<file path="src/rtl/bsg_wormhole_concentrator_rr.sv">
// N-to-1 wormhole concentrator: per-input FIFOs feeding a packet-granular round-robin arbiter.
// Optional macro BSG_WORMHOLE_CONCENTRATOR_OUT_REG_EN adds a 2-entry flop stage in front of out_*.

module bsg_wormhole_concentrator_rr_chk #(
    parameter int num_in_p = 4
) (
    input logic                clk_i,
    input logic                reset_n_i,
    input logic [num_in_p-1:0] grant_i,
    input logic [num_in_p-1:0] deq_i,
    input logic [num_in_p-1:0] empty_i
);

    grant_onehot_a: assert property (@(posedge clk_i) disable iff (!reset_n_i) $onehot0(grant_i));

    no_deq_empty_a: assert property (@(posedge clk_i) disable iff (!reset_n_i) ((deq_i & empty_i) == '0));

endmodule

module bsg_wormhole_concentrator_rr #(
    parameter int flit_width_p = 16,
    parameter int cord_width_p = 4,
    parameter int len_width_p  = 3,
    parameter int num_in_p     = 4,
    parameter int fifo_els_p   = 2
) (
    input  logic                             clk_i,
    input  logic                             reset_n_i,
    input  logic [num_in_p-1:0]              in_v_i,
    input  logic [num_in_p*flit_width_p-1:0] in_data_i,
    output logic [num_in_p-1:0]              in_ready_and_o,
    output logic                             out_v_o,
    output logic [flit_width_p-1:0]          out_data_o,
    input  logic                             out_ready_and_i,
    output logic [num_in_p-1:0]              grant_o
);

    localparam int sel_w_lp = $clog2(num_in_p);
    localparam int ptr_w_lp = $clog2(fifo_els_p);

    typedef enum logic [0:0] {IDLE_S = 1'b0, BUSY_S = 1'b1} state_e;

    state_e                  state_q, state_d;
    logic [sel_w_lp-1:0]     owner_q, owner_d;
    logic [sel_w_lp-1:0]     ptr_q, ptr_d;
    logic [sel_w_lp-1:0]     lock_idx_q, lock_idx_d;
    logic [len_width_p-1:0]  cnt_q, cnt_d;
    logic                    lock_v_q, lock_v_d;
    logic                    ready_en_q, ready_en_d;

    logic [num_in_p-1:0]     head_v_s, enq_s, deq_s, full_s;
    logic [flit_width_p-1:0] head_data_s [num_in_p];
    logic                    rr_found_s;
    logic [sel_w_lp-1:0]     rr_idx_s;
    logic [sel_w_lp:0]       rr_sum_s;
    logic [sel_w_lp-1:0]     sel_s;
    logic                    arb_v_s, arb_ready_s, arb_hs_s;
    logic [flit_width_p-1:0] arb_data_s;
    logic [len_width_p-1:0]  hdr_len_s;
    logic [num_in_p-1:0]     grant_s;

    // Ready stays low until the first edge after reset release.
    assign ready_en_d = 1'b1;

    // Ready-enable register.
    always_ff @(posedge clk_i or negedge reset_n_i) begin
        if (!reset_n_i) begin
            ready_en_q <= 1'b0;
        end else begin
            ready_en_q <= ready_en_d;
        end
    end

    for (genvar k = 0; k < num_in_p; k++) begin : g_fifo
        logic [flit_width_p-1:0] mem_q [fifo_els_p];
        logic [flit_width_p-1:0] mem_d [fifo_els_p];
        logic [ptr_w_lp:0]       wr_q, wr_d, rd_q, rd_d;

        assign head_v_s[k]       = (wr_q != rd_q);
        assign full_s[k]         = (wr_q[ptr_w_lp] != rd_q[ptr_w_lp]) &&
                                   (wr_q[ptr_w_lp-1:0] == rd_q[ptr_w_lp-1:0]);
        assign in_ready_and_o[k] = ready_en_q & ~full_s[k];
        assign enq_s[k]          = in_v_i[k] & in_ready_and_o[k];
        assign deq_s[k]          = arb_hs_s & (sel_s == sel_w_lp'(k));
        assign head_data_s[k]    = mem_q[rd_q[ptr_w_lp-1:0]];

        // FIFO next-state: write at tail, advance pointers on enq/deq.
        always_comb begin
            mem_d = mem_q;
            if (enq_s[k]) begin
                mem_d[wr_q[ptr_w_lp-1:0]] = in_data_i[k*flit_width_p +: flit_width_p];
            end else begin
                mem_d = mem_q;
            end
            wr_d = wr_q + (ptr_w_lp+1)'(enq_s[k]);
            rd_d = rd_q + (ptr_w_lp+1)'(deq_s[k]);
        end

        // FIFO storage and pointer registers.
        always_ff @(posedge clk_i or negedge reset_n_i) begin
            if (!reset_n_i) begin
                wr_q  <= '0;
                rd_q  <= '0;
                mem_q <= '{default: '0};
            end else begin
                wr_q  <= wr_d;
                rd_q  <= rd_d;
                mem_q <= mem_d;
            end
        end
    end

    // First requester at or after the pointer; scanning downward lets the nearest one win.
    always_comb begin
        rr_found_s = 1'b0;
        rr_idx_s   = '0;
        rr_sum_s   = '0;
        for (int i = num_in_p - 1; i >= 0; i--) begin
            rr_sum_s = {1'b0, ptr_q} + (sel_w_lp+1)'(i);
            rr_sum_s = (rr_sum_s >= (sel_w_lp+1)'(num_in_p)) ?
                       (rr_sum_s - (sel_w_lp+1)'(num_in_p)) : rr_sum_s;
            if (head_v_s[rr_sum_s[sel_w_lp-1:0]]) begin
                rr_found_s = 1'b1;
                rr_idx_s   = rr_sum_s[sel_w_lp-1:0];
            end else begin
                rr_found_s = rr_found_s;
            end
        end
    end

    // Output decode; a stalled header choice is locked so out_data_o cannot change under stall.
    always_comb begin
        sel_s   = rr_idx_s;
        arb_v_s = 1'b0;
        grant_s = '0;
        case (state_q)
            IDLE_S: begin
                if (lock_v_q) begin
                    sel_s   = lock_idx_q;
                    arb_v_s = 1'b1;
                end else begin
                    sel_s   = rr_idx_s;
                    arb_v_s = rr_found_s;
                end
                grant_s = arb_v_s ? ({{(num_in_p-1){1'b0}}, 1'b1} << sel_s) : '0;
            end
            BUSY_S: begin
                sel_s   = owner_q;
                arb_v_s = head_v_s[owner_q];
                grant_s = {{(num_in_p-1){1'b0}}, 1'b1} << owner_q;
            end
            default: begin
                sel_s   = '0;
                arb_v_s = 1'b0;
                grant_s = '0;
            end
        endcase
    end

    assign arb_data_s = head_data_s[sel_s];
    assign hdr_len_s  = arb_data_s[cord_width_p +: len_width_p];
    assign arb_hs_s   = arb_v_s & arb_ready_s;

    // Next-state: header transfers move the pointer; body transfers count down to IDLE.
    always_comb begin
        state_d    = state_q;
        owner_d    = owner_q;
        cnt_d      = cnt_q;
        ptr_d      = ptr_q;
        lock_v_d   = lock_v_q;
        lock_idx_d = lock_idx_q;
        case (state_q)
            IDLE_S: begin
                if (arb_hs_s) begin
                    ptr_d    = (sel_s == sel_w_lp'(num_in_p - 1)) ? '0 : (sel_s + sel_w_lp'(1));
                    lock_v_d = 1'b0;
                    if (hdr_len_s != '0) begin
                        state_d = BUSY_S;
                        owner_d = sel_s;
                        cnt_d   = hdr_len_s;
                    end else begin
                        state_d = IDLE_S;
                    end
                end else if (arb_v_s) begin
                    lock_v_d   = 1'b1;
                    lock_idx_d = sel_s;
                end else begin
                    lock_v_d = 1'b0;
                end
            end
            BUSY_S: begin
                if (arb_hs_s) begin
                    cnt_d = cnt_q - len_width_p'(1);
                    if (cnt_q == len_width_p'(1)) begin
                        state_d = IDLE_S;
                    end else begin
                        state_d = BUSY_S;
                    end
                end else begin
                    cnt_d = cnt_q;
                end
            end
            default: begin
                state_d  = IDLE_S;
                lock_v_d = 1'b0;
            end
        endcase
    end

    // Arbiter state register.
    always_ff @(posedge clk_i or negedge reset_n_i) begin
        if (!reset_n_i) begin
            state_q    <= IDLE_S;
            owner_q    <= '0;
            cnt_q      <= '0;
            ptr_q      <= '0;
            lock_v_q   <= 1'b0;
            lock_idx_q <= '0;
        end else begin
            state_q    <= state_d;
            owner_q    <= owner_d;
            cnt_q      <= cnt_d;
            ptr_q      <= ptr_d;
            lock_v_q   <= lock_v_d;
            lock_idx_q <= lock_idx_d;
        end
    end

`ifdef BSG_WORMHOLE_CONCENTRATOR_OUT_REG_EN
    logic [flit_width_p-1:0] ob_mem_q [2];
    logic [flit_width_p-1:0] ob_mem_d [2];
    logic                    ob_wr_q, ob_wr_d, ob_rd_q, ob_rd_d;
    logic [1:0]              ob_cnt_q, ob_cnt_d;
    logic                    ob_pop_s;

    assign arb_ready_s = (ob_cnt_q != 2'd2);
    assign ob_pop_s    = (ob_cnt_q != 2'd0) & out_ready_and_i;

    // Output buffer next-state.
    always_comb begin
        ob_mem_d = ob_mem_q;
        if (arb_hs_s) begin
            ob_mem_d[ob_wr_q] = arb_data_s;
        end else begin
            ob_mem_d = ob_mem_q;
        end
        ob_wr_d  = ob_wr_q ^ arb_hs_s;
        ob_rd_d  = ob_rd_q ^ ob_pop_s;
        ob_cnt_d = ob_cnt_q + {1'b0, arb_hs_s} - {1'b0, ob_pop_s};
    end

    // Output buffer registers.
    always_ff @(posedge clk_i or negedge reset_n_i) begin
        if (!reset_n_i) begin
            ob_mem_q <= '{default: '0};
            ob_wr_q  <= 1'b0;
            ob_rd_q  <= 1'b0;
            ob_cnt_q <= 2'd0;
        end else begin
            ob_mem_q <= ob_mem_d;
            ob_wr_q  <= ob_wr_d;
            ob_rd_q  <= ob_rd_d;
            ob_cnt_q <= ob_cnt_d;
        end
    end

    assign out_v_o    = (ob_cnt_q != 2'd0);
    assign out_data_o = ob_mem_q[ob_rd_q];
`else
    assign arb_ready_s = out_ready_and_i;
    assign out_v_o     = arb_v_s;
    assign out_data_o  = arb_data_s;
`endif

    assign grant_o = grant_s;

    bsg_wormhole_concentrator_rr_chk #(
        .num_in_p(num_in_p)
    ) u_chk (
        .clk_i    (clk_i),
        .reset_n_i(reset_n_i),
        .grant_i  (grant_s),
        .deq_i    (deq_s),
        .empty_i  (~head_v_s)
    );

endmodule

</file>
<file path="config.mk">
export PLATFORM = sky130hd
export DESIGN_NAME = bsg_wormhole_concentrator_rr
export DESIGN_NICKNAME = d
export VERILOG_FILES = /design/src/rtl/bsg_wormhole_concentrator_rr.sv
export SDC_FILE = /design/constraint.sdc
export NUM_CORES = 1
export LEC_CHECK = 0
export CAP_MARGIN = 10
export CORE_ASPECT_RATIO = 2
export CORE_MARGIN = 5
export CORE_UTILIZATION = 51
export CTS_CLUSTER_DIAMETER = 120
export CTS_CLUSTER_SIZE = 20
export DETAILED_ROUTE_END_ITERATION = 12
export GPL_TIMING_DRIVEN = 0
export PLACE_DENSITY = 0.89
export SYNTH_ARGS = -nofsm -noshare
export SYNTH_HDL_FRONTEND = slang
export SYNTH_SLANG_ARGS = --single-unit
export TNS_END_PERCENT = 20
</file>
<file path="constraint.sdc">
create_clock -name clk_i -period 2.8 [get_ports clk_i]
set_clock_uncertainty 0.15 [all_clocks]
set_input_delay 0.56 -clock clk_i [delete_from_list [all_inputs] [get_ports clk_i]]
set_output_delay 0.56 -clock clk_i [all_outputs]
set_load 0.02 [all_outputs]
</file>
==> summary.md, run 1 <==
| Metric | Value |
|---|---|
| Placement Cell Area | `about 9200 um^2` |
| Slew @ Worst Pin | `approximately 0.81 ns` |
| Die X | `between 90 and 100 um` |
| Mapped Avg Cell Area | `12.70 um^2` |
| Routed WL | `around 23000 um` |
| Startpoint types | `flop` |
| Max-cap violations | `0` |
| Via-per-instance ratio | `approximately 5.9` |
| # nets final | `between 800 and 900` |
| Status | `finished with violations` |
| Hold/Removal Path Class | `input pin to async pin` |
| DR pass1 iterations | `5` |
| GRT overflow | `0` |
| Cell mode on critical path | `buf_6` |
| CTS Buffer Depth | `2` |
| Synth Net Count | `about 700` |
| Global-route wire length before repair | `32800 um` |
| CP max FO | `6` |
| Buf/Inv on CP | `2` |
| Sequential area share after synthesis | `0.5014` |
| Post-synth top cells | `mux2_2 (162), dfrtp_1 (156), mux2i_1 (40), nand2_1 (39), o21ai_0 (26)` |
| Worst setup startpoint | `g_fifo[1].rd_q[1]` |
| Final Instance Area | `10580 um^2` |
| Relative slew slack | `0.4615` |
| Area Growth Syn to Fin | `35.90%` |
| Post-synth top flop | `dfrtp_1` |
| I/O pins | `96` |
| Worst-path clk slew | `0.07 ns` |
| Distinct cells, synth | `51` |
| Vias in the first global route | `6336` |
| Period utilization | `1.274` |
| Worst path slowest cell | `dfrtp_2` |
| H-tree depth | `4` |
| Setup slack after layout | `-0.7665 ns` |
| Post-synth top area share | `0.5014` |
| CTS Hold Bufs | `0` |
| Crit path kind | `flop to output pin` |
| Ys async rst share | `1.000` |
| Crit path max-delay family | `compound AO/OA/AOI/OAI gates` |
| Highest achievable clock rate | `280.4 MHz` |
| WL per Instance | `approximately 23 um` |
| GP Congestion | `just under 0.9` |
| Clock Latency Late Sink | `~0.42 ns` |
| Die Ht | `between 150 and 200 um` |
| Hold WS | `between 0.01 and 0.015 ns` |
| Fillers | `900` |
| Core Area | `15130 um^2` |
| Count leader, synth | `mux2_2` |
| Starting density of the core | `0.5144` |
| Antenna Nets Post-Route | `0` |
| Min Tclk post-route | `~3.6 ns` |
| Hold Vio Cnt, Final | `0` |
| DR iter-0 viols | `~450` |
| Final setup fails | `46` |
| Area contributors post-synth | `dfrtp_1 (50%), mux2_2 (23%), mux2i_1 (5.1%)` |
| Synth warn | `0` |
| R2r startpoint | `g_fifo[1].rd_q[1]` |
| Largest area contributor in the netlist | `dfrtp_1` |
| Multi-input logic area | `about 4200 um^2` |
| Mapped Cells | `roughly 600` |
| CTS tree | `done` |
| Setup TNS | `-16.48 ns` |
| CP endpoint kind | `output pin` |
| # port buffers | `95` |
| Failing checks | `negative setup slack` |
| Antenna violations before repair | `0` |
| Max incr delay on CP | `0.46 ns` |
| Netlist Area Pre-Place | `between 7000 and 8000 um^2` |
| TritonCTS Buffers | `17` |
| Die area | `17990 um^2` |
| Unrepaired setup endpoints after global routing | `true` |
| Clock sinks | `about 160` |
| Arrival @ worst endpoint | `about 2.9 ns` |
| CTS root buffer | `clkbuf_16` |
| Largest net degree at the start of global routing | `between 80 and 90` |
| Register bit total from synthesis | `~160` |
| # DRC | `0` |
| Register area | `between 3000 and 4000 um^2` |
| N_diodes | `0` |
| FP Rows | `64` |
| CP Cell Sequence | `xor2_4 -> nor2_4 -> o31ai_4 -> o22ai_4 -> o21ai_4 -> buf_6 -> mux2_4 -> mux2i_4 -> buf_6` |
| Worst EP required | `about 2.1 ns` |
| DP HPWL | `about 14000 um` |
| Fraction of layout cells with a size suffix above 1 | `0.4646` |
| Slew Viols, Final | `0` |
| Via count | `just under 6k` |
| Total GRT Usage | `0.2348` |
| Number of synthesized flops with an enable pin | `0` |
| Final core utilization | `0.6991` |
registers in the layout, indices dropped and copies added, names as in the netlist:
signal and cells:
g_fifo.rd_q 8, owner_q 2, cnt_q 3, lock_idx_q 2
g_fifo.mem_q 128, state_q 1, lock_v_q 1, ready_en_q 1
ptr_q 2, g_fifo.wr_q 8
placed cells by master (no fill, tap or decap), types with 9 or more instances in the layout:
cell,instances
o21ai_2,16
mux2i_1,35
clkbuf_1,12
nand2_1,30
o211ai_1,14
nor2_1,12
a21oi_1,9
clkbuf_16,20
inv_1,14
buf_6,31
clkdlybuf4s50_1,73
ha_1,14
nand2_2,9
buf_4,32
mux2_2,162
dfrtp_1,151
kinds of logic (layout without fill, tap and decap cells):
kind of cell	Yosys count	after routing	share of synthesized area
other cells	1	1	0.0004817
compound gates	84	84	0.07972
xor+xnor	20	20	0.02443
fa+ha+maj	18	18	0.02893
flops	156	156	0.5014
buf+inv	53	217	0.02877
simple gates	76	76	0.04372
mux	205	205	0.2925
area by class of cell:
| class | instances | area share |
|---|---|---|
| plain buffers | 34 | 0.02566 |
| clock buffers | 18 | 0.04151 |
| clock inverters | 13 | 0.01112 |
| inverters | 17 | 0.006268 |
| multi-input cells | 404 | 0.3958 |
| flip-flops and latches | 156 | 0.3696 |
| well taps | 198 | 0.02342 |
| repair buffers | 135 | 0.1267 |
routing by layer:
metal / track usage / routed length [um] / vias up
li1: - / - / 2488
met1: 0.2624 / 8226 / 2950
met2: 0.4157 / 12100 / 280
met3: 0.04773 / 1368 / 76
met4: 0.1292 / 1148 / 0
met5: 0 / 0 / -
worst paths after layout:
| path | to | slack (ns) | depth (start not counted) |
|---|---|---|---|
| worst max register to register | owner_q[0] | -0.39 | 12 |
| worst min-delay path | cnt_q[1] | 0.01 | 1 |
| worst max-delay path | out_data_o[6] | -0.77 | 9 |
| max in group asynchronous | g_fifo[3].wr_q[0] | 1.63 | 2 |
| worst min register to register | g_fifo[2].mem_q[9] | 0.35 | 1 |
| min in group clk_i | g_fifo[2].mem_q[9] | 0.35 | 1 |
repair_timing:
item	in CTS	in global routing
cloned	1	2
gates resized for setup	192	53
endpoints found under the hold margin	0	0
setup endpoints to repair	115	74
buffers inserted	27	9
pin swaps	25	24
worst register-to-register path, cell delays in order (launching register included):
cell       delay (ns)
dfrtp_2          0.46
xor2_4           0.30
nor2_4           0.12
o31ai_4          0.29
o22ai_4          0.14
o21ai_4          0.34
buf_6            0.21
buf_4            0.12
buf_6            0.09
mux2i_4          0.27
o2bb2ai_4        0.11
a21oi_4          0.18
mux2_4           0.31
through the flow:
stage,setup WS (ns),std cells
floorplan,-0.08361,613
CTS,-0.6896,965
global placement,-4.935,906
finish,-0.7665,975
global route,-0.8642,975
detailed placement,-1.277,907
Power of run 1 is not shown: default switching activity piles up to over one toggle a cycle in this logic, so the estimate is an artifact.
==> run 2, diff against run 1 <==
--- a/config.mk
+++ b/config.mk
@@ -14,6 +14,7 @@
 export DETAILED_ROUTE_END_ITERATION = 12
 export GPL_TIMING_DRIVEN = 0
 export PLACE_DENSITY = 0.89
+export SETUP_SLACK_MARGIN = 0.3
 export SYNTH_ARGS = -nofsm -noshare
 export SYNTH_HDL_FRONTEND = slang
 export SYNTH_SLANG_ARGS = --single-unit
==> run 2 against run 1 <==
The flow finishes with violations (negative hold slack, negative setup slack). Utilization is 2.2 points higher. Via count increased by 0.40%. Worst hold slack got worse by 0.016 ns. Non-clock buffer count increased by 20. Sequential cell count did not move. Highest routed layer unchanged. Register-to-register slack got worse by 0.03 ns. Clock-buffer cell count decreased by 1. First-iteration DRC count fell by 17%.
==> summary.md, run 2 (same netlist as run 1, synthesis figures left out) <==
| Metric | Value |
|---|---|
| Largest reg by FF count | `g_fifo.mem_q` |
| Relative slew slack | `0.4852` |
| DR pass1 iterations | `5` |
| Startpoint types | `flop` |
| Worst r2r path cells | `15` |
| Die Ht | `about 180 um` |
| Antenna violations before repair | `0` |
| Arrival @ worst endpoint | `between 2 and 3 ns` |
| Setup TNS | `-16.68 ns` |
| DP HPWL | `13700 um` |
| Worst R2R Setup Slack | `-0.42 ns` |
| Multi-input logic area | `around 4200 um^2` |
| Top flop regs | `g_fifo.mem_q (128), g_fifo.rd_q (8), g_fifo.wr_q (8)` |
| DR iter-0 viols | `370` |
| Via-per-instance ratio | `just under 6` |
| Worst EP required | `between 2 and 2.5 ns` |
| # port buffers | `95` |
| CTS tree | `done` |
| Clock Latency Late Sink | `roughly 0.43 ns` |
| Setup slack after layout | `-0.7950 ns` |
| Status | `finished with violations` |
| N_diodes | `0` |
| Starting density of the core | `0.5144` |
| FP Rows | `64` |
| Fillers | `860` |
| GRT overflow | `0` |
| WL per Instance | `~23 um` |
| # nets final | `between 800 and 900` |
| Largest net degree at the start of global routing | `just over 80` |
| Die area | `17990 um^2` |
| Hold/Removal Path Class | `input pin to async pin` |
| R2r startpoint | `g_fifo[1].rd_q[0]` |
| I/O pins | `between 90 and 100` |
| Max-cap violations | `0` |
| CTS Hold Bufs | `0` |
| Global-route wire length before repair | `approximately 35000 um` |
| Hold Vio Cnt, Final | `3` |
| Final Instance Area | `10910 um^2` |
| Reg-to-Reg End | `owner_q[0]` |
| Most frequent cells in the layout | `mux2_2 (162), dfrtp_1 (150), clkdlybuf4s50_1 (69)` |
| CTS Buffer Depth | `2` |
| Routed WL | `between 20000 and 25000 um` |
| Vias in the first global route | `about 6.4k` |
| Area Growth Syn to Fin | `40.16%` |
| Antenna Nets Post-Route | `0` |
| Commonest non-fill, non-tap cell in the layout | `mux2_2` |
| Final setup fails | `35` |
| Total GRT Usage | `0.2507` |
| # DRC | `0` |
| Core Area | `approximately 15000 um^2` |
| Clock sinks | `approximately 160` |
| Die X | `slightly below 100 um` |
| H-tree depth | `4` |
| Slew Viols, Final | `0` |
| CTS root buffer | `clkbuf_16` |
| Highest achievable clock rate | `about 280 MHz` |
| Failing checks | `negative hold slack, negative setup slack` |
| Max FFs per register | `128` |
| Hold WS | `-0.004220 ns` |
| Unrepaired setup endpoints after global routing | `true` |
| Min Tclk post-route | `~3.6 ns` |
| Slew @ Worst Pin | `0.7722 ns` |
| Placement Cell Area | `9200 um^2` |
| Final core utilization | `0.7210` |
| TritonCTS Buffers | `17` |
| Register area | `3911 um^2` |
| Via count | `5817` |
| Fraction of layout cells with a size suffix above 1 | `0.4875` |
| CP endpoint kind | `output pin` |
| Worst-path clk slew | `0.07 ns` |
| Crit path kind | `flop to output pin` |
| GP Congestion | `0.7920` |
| Period utilization | `1.284` |
| CP max FO | `8` |
==> run 2: final cells by class <==
class | instances | area share
Timing Repair Buffer | 153 | 0.1417
Multi-Input combinational cell | 404 | 0.3837
Clock inverter | 15 | 0.01617
Buffer | 36 | 0.03222
Clock buffer | 17 | 0.03899
Inverter | 17 | 0.006077
Sequential cell | 156 | 0.3584
Tap cell | 198 | 0.02270
==> run 2: worst max-delay path by stage <==
stage                           to              start  slack, ns
2_1_floorplan       out_data_o[15]  g_fifo[0].rd_q[0]      -0.07
3_3_place_gp   g_fifo[1].mem_q[23]          reset_n_i      -4.90
3_5_place_dp         out_data_o[0]  g_fifo[1].wr_q[1]      -1.15
4_1_cts              out_data_o[0]  g_fifo[1].rd_q[0]      -0.68
5_1_grt             out_data_o[11]           ptr_q[1]      -0.88
6_report            out_data_o[11]  g_fifo[1].rd_q[0]      -0.80
==> run 2: worst max-delay path, cell delays in order, from the launching register on <==
cell      delay, ns
dfrtp_1        0.41
buf_8          0.15
xor2_4         0.16
nor2_4         0.16
buf_4          0.14
o221ai_4       0.12
o22ai_4        0.21
o21ai_4        0.08
buf_12         0.15
buf_16         0.14
buf_12         0.13
o211ai_1       0.31
o21ai_2        0.13
buf_6          0.15
==> run 2: timing repair <==
item                       CTS  global route
pin swaps                   35            10
gates cloned                 3             0
setup buffers               41            13
setup endpoints to repair  121           116
gates resized for setup    241            32
==> run 2: metal layers <==
layer  vias to the layer above  global-route usage  part of all wire
li1                       2536                   -                 -
met2                       249              0.4435              0.53
met1                      2969              0.2974              0.37
met5                         -                   0                 0
met3                        63             0.05909             0.060
met4                         0             0.08874             0.042
==> run 2: stage by stage <==
stage,setup slack (ns),hold WS [ns],cells
floorplan,-0.06835,0.1144,613
global placement,-4.903,0.3257,906
detailed placement,-1.154,0.3367,907
CTS,-0.6827,0.02219,983
global route,-0.8814,0.05139,996
finish,-0.7950,-0.004220,996
Power of run 2 is left out for the same reason.
==> run 3, diff against run 2 <==
--- a/config.mk
+++ b/config.mk
@@ -10,11 +10,10 @@
 export CORE_MARGIN = 5
 export CORE_UTILIZATION = 51
 export CTS_CLUSTER_DIAMETER = 120
-export CTS_CLUSTER_SIZE = 20
+export CTS_CLUSTER_SIZE = 16
 export DETAILED_ROUTE_END_ITERATION = 12
 export GPL_TIMING_DRIVEN = 0
 export PLACE_DENSITY = 0.89
-export SETUP_SLACK_MARGIN = 0.3
 export SYNTH_ARGS = -nofsm -noshare
 export SYNTH_HDL_FRONTEND = slang
 export SYNTH_SLANG_ARGS = --single-unit
==> results of run 3 <==
The final DEF is identical to that of run 1; final timing and power are the same.
Power of run 3 is left out for the same reason.
